<file path="src/rtl/fpu_mul_add_sequencer_pkg.sv">
// rtl/fpu_mul_add_sequencer_pkg.sv - shared FPU op codes, sequencer states and constants
//
// Purpose : shared definitions for the multiply/add sequencer and its op decoder.
// Contents: op encodings, sequencer state encoding, canonical quiet NaN,
//           and the widths of the fused-product side channel.
package fpu_mul_add_sequencer_pkg;

  localparam logic [2:0] OP_FADD  = 3'b000;
  localparam logic [2:0] OP_FSUB  = 3'b001;
  localparam logic [2:0] OP_FMUL  = 3'b010;
  localparam logic [2:0] OP_FMADD = 3'b011;
  localparam logic [2:0] OP_FMSUB = 3'b100;

  localparam logic [31:0] CANON_QNAN = 32'h7FC0_0000;

  localparam int FUSE_EXP_W = 11;
  localparam int FUSE_SIG_W = 48;
  localparam int CLASS_W    = 6;

  typedef enum logic [1:0] {
    ST_IDLE    = 2'd0,
    ST_EXEC    = 2'd1,
    ST_FMA_ADD = 2'd2,
    ST_DONE    = 2'd3
  } state_t;

endpackage

</file>
<file path="src/rtl/fpu_mul_add_sequencer_op_decode.sv">
// rtl/fpu_mul_add_sequencer_op_decode.sv - combinational op classifier for the sequencer
//
// Purpose : classifies a 3-bit FPU op code.
// Ports   : op      in  3  operation code
//           isFused out 1  FMADD or FMSUB (product then add)
//           negB    out 1  flip sign of the adder B operand taken from rs2 (FSUB)
//           negC    out 1  flip sign of the adder B operand taken from rs3 (FMSUB)
//           illegal out 1  op code outside the defined set
module fpu_op_decode
  import fpu_mul_add_sequencer_pkg::*;
(
  input  logic [2:0] op,
  output logic       isFused,
  output logic       negB,
  output logic       negC,
  output logic       illegal
);

  assign isFused = (op == OP_FMADD) || (op == OP_FMSUB);
  assign negB    = (op == OP_FSUB);
  assign negC    = (op == OP_FMSUB);
  assign illegal = (op > OP_FMSUB);

endmodule

</file>
<file path="src/rtl/fpu_mul_add_sequencer.sv">
// rtl/fpu_mul_add_sequencer.sv - sequences FADD/FSUB/FMUL/FMADD/FMSUB over shared mul and add units
//
// Purpose : accepts one FP request at a time, steers latched operands to an
//           external multiplier and adder, and registers the final result.
// Ports   : clk_i, rst_i (async, active-high)
//           valid_i/ready_o      request handshake; op_i, rm_i, rs1_i..rs3_i request fields
//           result_o/valid_o/ready_i  registered result handshake
//           busy_o               not idle
//           rm_o                 latched rounding mode to both units
//           mulA_o/mulB_o        multiplier operands; mulOut_i/mulExp_i/mulSig_i/mulClass_i results
//           addA_o/addB_o        adder operands; addFuse_o selects fused product as adder A
//           fuseExp_o/fuseSig_o/fuseClass_o  registered unrounded product
//           addOut_i             adder result
module fpu_mul_add_sequencer
  import fpu_mul_add_sequencer_pkg::*;
(
  input  logic                  clk_i,
  input  logic                  rst_i,
  input  logic                  valid_i,
  output logic                  ready_o,
  input  logic [2:0]            op_i,
  input  logic [2:0]            rm_i,
  input  logic [31:0]           rs1_i,
  input  logic [31:0]           rs2_i,
  input  logic [31:0]           rs3_i,
  output logic [31:0]           result_o,
  output logic                  valid_o,
  input  logic                  ready_i,
  output logic                  busy_o,
  output logic [2:0]            rm_o,
  output logic [31:0]           mulA_o,
  output logic [31:0]           mulB_o,
  input  logic [31:0]           mulOut_i,
  input  logic [FUSE_EXP_W-1:0] mulExp_i,
  input  logic [FUSE_SIG_W-1:0] mulSig_i,
  input  logic [CLASS_W-1:0]    mulClass_i,
  output logic [31:0]           addA_o,
  output logic [31:0]           addB_o,
  output logic                  addFuse_o,
  output logic [FUSE_EXP_W-1:0] fuseExp_o,
  output logic [FUSE_SIG_W-1:0] fuseSig_o,
  output logic [CLASS_W-1:0]    fuseClass_o,
  input  logic [31:0]           addOut_i
);

  state_t state, state_nxt;

  logic [2:0]            op_q;
  logic [2:0]            rm_q;
  logic [31:0]           rs1_q, rs2_q, rs3_q;
  logic [31:0]           result_q;
  logic [FUSE_EXP_W-1:0] fuse_exp_q;
  logic [FUSE_SIG_W-1:0] fuse_sig_q;
  logic [CLASS_W-1:0]    fuse_class_q;

  logic        accept;
  logic        ld_result;
  logic        ld_fuse;
  logic [31:0] result_nxt;

  logic is_fused, neg_b, neg_c, illegal;
  logic is_addsub;

  // Decode the latched op; the live op_i is only relevant on the accept edge.
  fpu_op_decode u_op_decode (
    .op      (op_q),
    .isFused (is_fused),
    .negB    (neg_b),
    .negC    (neg_c),
    .illegal (illegal)
  );

  assign is_addsub = (op_q == OP_FADD) || (op_q == OP_FSUB);

  assign ready_o = (state == ST_IDLE) && !rst_i;
  assign accept  = valid_i && ready_o;

  always_ff @(posedge clk_i or posedge rst_i) begin
    if (rst_i) begin
      state <= ST_IDLE;
    end else begin
      state <= state_nxt;
    end
  end

  always_comb begin
    state_nxt  = state;
    ld_result  = 1'b0;
    ld_fuse    = 1'b0;
    result_nxt = '0;
    case (state)
      ST_IDLE: begin
        if (accept) state_nxt = ST_EXEC;
      end
      ST_EXEC: begin
        if (is_fused) begin
          // Capture the unrounded product; the add happens next cycle.
          ld_fuse   = 1'b1;
          state_nxt = ST_FMA_ADD;
        end else begin
          ld_result = 1'b1;
          state_nxt = ST_DONE;
          if (illegal) begin
            result_nxt = CANON_QNAN;
          end else if (op_q == OP_FMUL) begin
            result_nxt = mulOut_i;
          end else begin
            result_nxt = addOut_i;
          end
        end
      end
      ST_FMA_ADD: begin
        ld_result  = 1'b1;
        result_nxt = addOut_i;
        state_nxt  = ST_DONE;
      end
      ST_DONE: begin
        if (ready_i) state_nxt = ST_IDLE;
      end
      default: state_nxt = ST_IDLE;
    endcase
  end

  always_ff @(posedge clk_i or posedge rst_i) begin
    if (rst_i) begin
      op_q         <= '0;
      rm_q         <= '0;
      rs1_q        <= '0;
      rs2_q        <= '0;
      rs3_q        <= '0;
      result_q     <= '0;
      fuse_exp_q   <= '0;
      fuse_sig_q   <= '0;
      fuse_class_q <= '0;
    end else begin
      if (accept) begin
        op_q  <= op_i;
        rm_q  <= rm_i;
        rs1_q <= rs1_i;
        rs2_q <= rs2_i;
        rs3_q <= rs3_i;
      end
      if (ld_fuse) begin
        fuse_exp_q   <= mulExp_i;
        fuse_sig_q   <= mulSig_i;
        fuse_class_q <= mulClass_i;
      end
      if (ld_result) begin
        result_q <= result_nxt;
      end
    end
  end

  // Adder B: subtraction is an addition with the sign of the subtrahend flipped.
  always_comb begin
    addB_o = '0;
    if (is_addsub) begin
      addB_o = {rs2_q[31] ^ neg_b, rs2_q[30:0]};
    end else if (is_fused) begin
      addB_o = {rs3_q[31] ^ neg_c, rs3_q[30:0]};
    end
  end

  assign addA_o      = is_addsub ? rs1_q : '0;
  assign addFuse_o   = (state == ST_FMA_ADD);
  assign mulA_o      = rs1_q;
  assign mulB_o      = rs2_q;
  assign rm_o        = rm_q;
  assign fuseExp_o   = fuse_exp_q;
  assign fuseSig_o   = fuse_sig_q;
  assign fuseClass_o = fuse_class_q;
  assign result_o    = result_q;
  assign valid_o     = (state == ST_DONE);
  assign busy_o      = (state != ST_IDLE);

endmodule
</file>
<file path="config.mk">
export PLATFORM = sky130hd
export DESIGN_NAME = fpu_mul_add_sequencer
export DESIGN_NICKNAME = d
export VERILOG_FILES = /design/src/rtl/fpu_mul_add_sequencer_pkg.sv /design/src/rtl/fpu_mul_add_sequencer_op_decode.sv /design/src/rtl/fpu_mul_add_sequencer.sv
export SDC_FILE = /design/constraint.sdc
export NUM_CORES = 1
export LEC_CHECK = 0
export CORE_AREA = 4 4 199 201
export CTS_BUF_LIST = sky130_fd_sc_hd__clkbuf_2
export CTS_CLUSTER_DIAMETER = 120
export DETAILED_ROUTE_END_ITERATION = 7
export DIE_AREA = 0 0 203 205
export SYNTH_ARGS = -nofsm -noshare
export SYNTH_HDL_FRONTEND = slang
export SYNTH_HIERARCHICAL = 1
export SYNTH_SLANG_ARGS = --single-unit
</file>
<file path="constraint.sdc">
create_clock -name clk_i -period 6.9 [get_ports clk_i]
set_input_delay 1.035 -clock clk_i [delete_from_list [all_inputs] [get_ports clk_i]]
set_output_delay 1.035 -clock clk_i [all_outputs]
set_load 0.03 [all_outputs]
</file>
==> summary.txt <==
STA
  • Hold Vio Cnt, Final: 0
  • Peak Freq: 0.217 GHz
  • Setup TNS: 0 ns
  • Worst rel slew slack: 25.4%
  • Fin crit share: 66.8%
  • Min Tclk post-route: 4.61 ns
  • Worst slew pin tran: 1.12 ns
  • Final Max Slew Viols: 0
  • Clk_skew: 0.0366 ns
  • Worst setup margin: 2.29 ns
  • Final Setup Violations: 0
  • RSZ-0062 raised after global routing: false

Critical path
  • Critical Path Source Type: flip-flop
  • Slowest CP cell: clkdlybuf4s50_1
  • CP max stage delay: 0.77 ns
  • CP top delay family: buffers and inverters
  • Arr. time, crit path: 3.57 ns
  • Crit path cell chain: nor3b_2 -> o21bai_4 -> buf_4 -> nand2_1 -> o21ai_0 -> clkdlybuf4s50_1
  • CP endpoint kind: output pin
  • Buf/Inv on CP: 2
  • Worst setup path class: flip-flop to output pin
  • Critical path peak fanout: 31
  • Worst EP required: 5.86 ns

Detailed routing
  • Drt total wl: 31.8 mm
  • Via density: 4.28
  • First-pass DRT Iterations: 6
  • Detail Route Antenna Nets: 0
  • Drt initial violations: 172
  • Remaining routing DRC violations: 0
  • Drt wl/cell: 18.2 µm
  • Vias: 7478

Clock network
  • Root buffer cell: clkbuf_2
  • Post-CTS Setup Repair Bufs: 0
  • Post-cts resize count: 0
  • TritonCTS Buffers: 55
  • Clock Pin Slew Worst Setup and Hold Paths: 0.10 ns
  • Num Clock Sinks: 201
  • CTS H-tree depth: 2
  • Clock Path Buffers: 3
  • CTS tree: yes
  • Hold buffer count at cts: 0
  • Worst-Skew Late Latency: 0.90 ns

Place
  • DP Worst Slack: 3.13 ns
  • Post-DP HPWL: 23.3 mm
  • GP Congestion: 0.776
  • Port buffer count: 466

Pwr
  • Static leakage: 0.00631 µW
  • Worst vdd ir: 0.000291 V
  • Power per cell area: 540 nW/µm²

Die
  • # IOs: 467
  • Initial Util: 24.9%
  • Die height: 205 µm
  • Core region area: 37600 µm²
  • Die footprint: 41600 µm²
  • Die width: 203 µm
  • # rows: 71

Logic synthesis
  • Mean post-synth cell area: 13.2 µm²
  • Syn Nets: 948
  • Area leader, netlist: dfrtp_1
  • YS warnings: 6
  • Cell count after synthesis: 709
  • #FFs+latches synth: 201
  • Sequential fraction of the synthesis area: 53.7%
  • Ranking of synthesized cells by area: dfrtp_1 (54%), mux2_4 (13%), mux2_2 (10%)
  • Cell area after synthesis: 9380 µm²
  • Distinct cell type count after synthesis: 34
  • Synth top area share: 53.7%

Finish
  • Most common cell after layout, fill and taps aside: clkdlybuf4s50_1
  • Synth-to-Final Area Change: 59.2%
  • Layout net count: 1430
  • Commonest cells after routing, fill and taps aside: clkdlybuf4s50_1 (466), dfrtp_1 (201), mux2_2 (87)
  • Layout cells sized above 1: 21.8%

Global route
  • Vias in the first global route: 8152
  • First-pass GRT wire length: 48.4 mm
  • GRT Total Usage: 14.8%
  • Remaining global-route overflow: 0
  • Antenna violations before repair: 2
  • Largest net degree at the start of global routing: 119

Status
  • Status: completed

Min path
  • Tightest Hold Check Type: flip-flop to flip-flop

Flow run
  • Max_cap viols: 0
[metal layers]
metal | vias to the layer above | track usage, % | wire, µm
met5 | - | 0 | 0
met4 | 0 | 3.78 | 600
met3 | 48 | 6.38 | 3150
met2 | 365 | 24.7 | 15100
met1 | 3582 | 17.6 | 13000
li1 | 3483 | - | -
[final cells by class]
cell class	count	area [µm²]
Multi-Input combinational cell	453	4010
Fill cell	3683	22600
Tap cell	511	639
Antenna cell	2	5.00
Clock buffer	74	370
Clock inverter	28	114
Timing Repair Buffer	476	4740
Inverter	4	22.5
Sequential cell	201	5030
[cell families (layout without fill, tap and decap cells)]
| kind of cell | count (synthesis) | in the layout | share of synthesized area, % |
|---|---|---|---|
| xor gates and xnor gates | 2 | 2 | 0.187 |
| adders and majority gates | 4 | 4 | 0.534 |
| AOI/OAI and AO/OA | 111 | 111 | 8.11 |
| muxes | 190 | 190 | 25.7 |
| other | 0 | 2 | 0 |
| and+or+nand+nor | 146 | 146 | 7.83 |
| buffers and inverters | 55 | 582 | 3.96 |
| DFF | 201 | 201 | 53.7 |
[flip-flops by register name, summed over array words and instances (netlist names)]
signal,flops
state,2
fuseClass_o,6
mulB_o,32
rm_o,3
rs3_q,32
op_q,3
result_o,32
mulA_o,32
fuseExp_o,11
fuseSig_o,48
[cells in the mapped netlist (all sizes together)]
library cell	n
a21oi	19
a2bb2oi	9
and2	32
buf	32
clkbuf	19
dfrtp	201
ha	4
inv	4
mux2	167
mux2i	23
nand2	68
nand2b	3
nor2	14
nor2b	25
nor3b	3
nor4	1
o21a	25
o21ai	33
o21bai	2
o221ai	23
xor2	2
[where the power goes]
| part | internal (µW) | switching, µW | leakage, µW |
|---|---|---|---|
| sequential | 1790 | 421 | 0.00236 |
| clock | 298 | 522 | 0.000362 |
| combinational | 2310 | 2730 | 0.00358 |
| total | 4400 | 3670 | 0.00631 |
[final timing paths]
| kind | from | end | slack, ns | depth (start not counted) |
|---|---|---|---|---|
| hold / removal | result_o[0] | result_o[0] | 0.49 | 1 |
| max in group asynchronous | rst_i | mulB_o[27] | 4.74 | 3 |
| setup / recovery | op_q[2] | addB_o[31] | 2.29 | 6 |
| hold reg to reg | result_o[0] | result_o[0] | 0.49 | 1 |
| min in group asynchronous | rst_i | result_o[8] | 0.83 | 2 |
| setup reg to reg | op_q[2] | result_o[31] | 3.78 | 6 |
[stage by stage]
stage | util (%) | instance area, µm² | hold WS [ns] | power, µW | cells
floorplan | - | 9380 | 0.481 | 5300 | 709
global placement | 38.4 | 14400 | 0.474 | 7290 | 1645
detailed placement | 38.4 | 14400 | 0.482 | 7320 | 1645
CTS | 39.7 | 14900 | 0.503 | 8210 | 1747
global route | 39.7 | 14900 | 0.516 | 8570 | 1749
finish | 39.7 | 14900 | 0.495 | 8070 | 1749
[worst reg2reg max path, cell delays in order (launching register included)]
cell and delay [ns]:
dfrtp_1 0.51, nor3b_2 0.22, o21bai_4 0.21, nand2b_1 0.49, nor2_2 1.01, o221ai_1 0.38, o21a_1 0.20
Power figures use the tool's default switching activity.
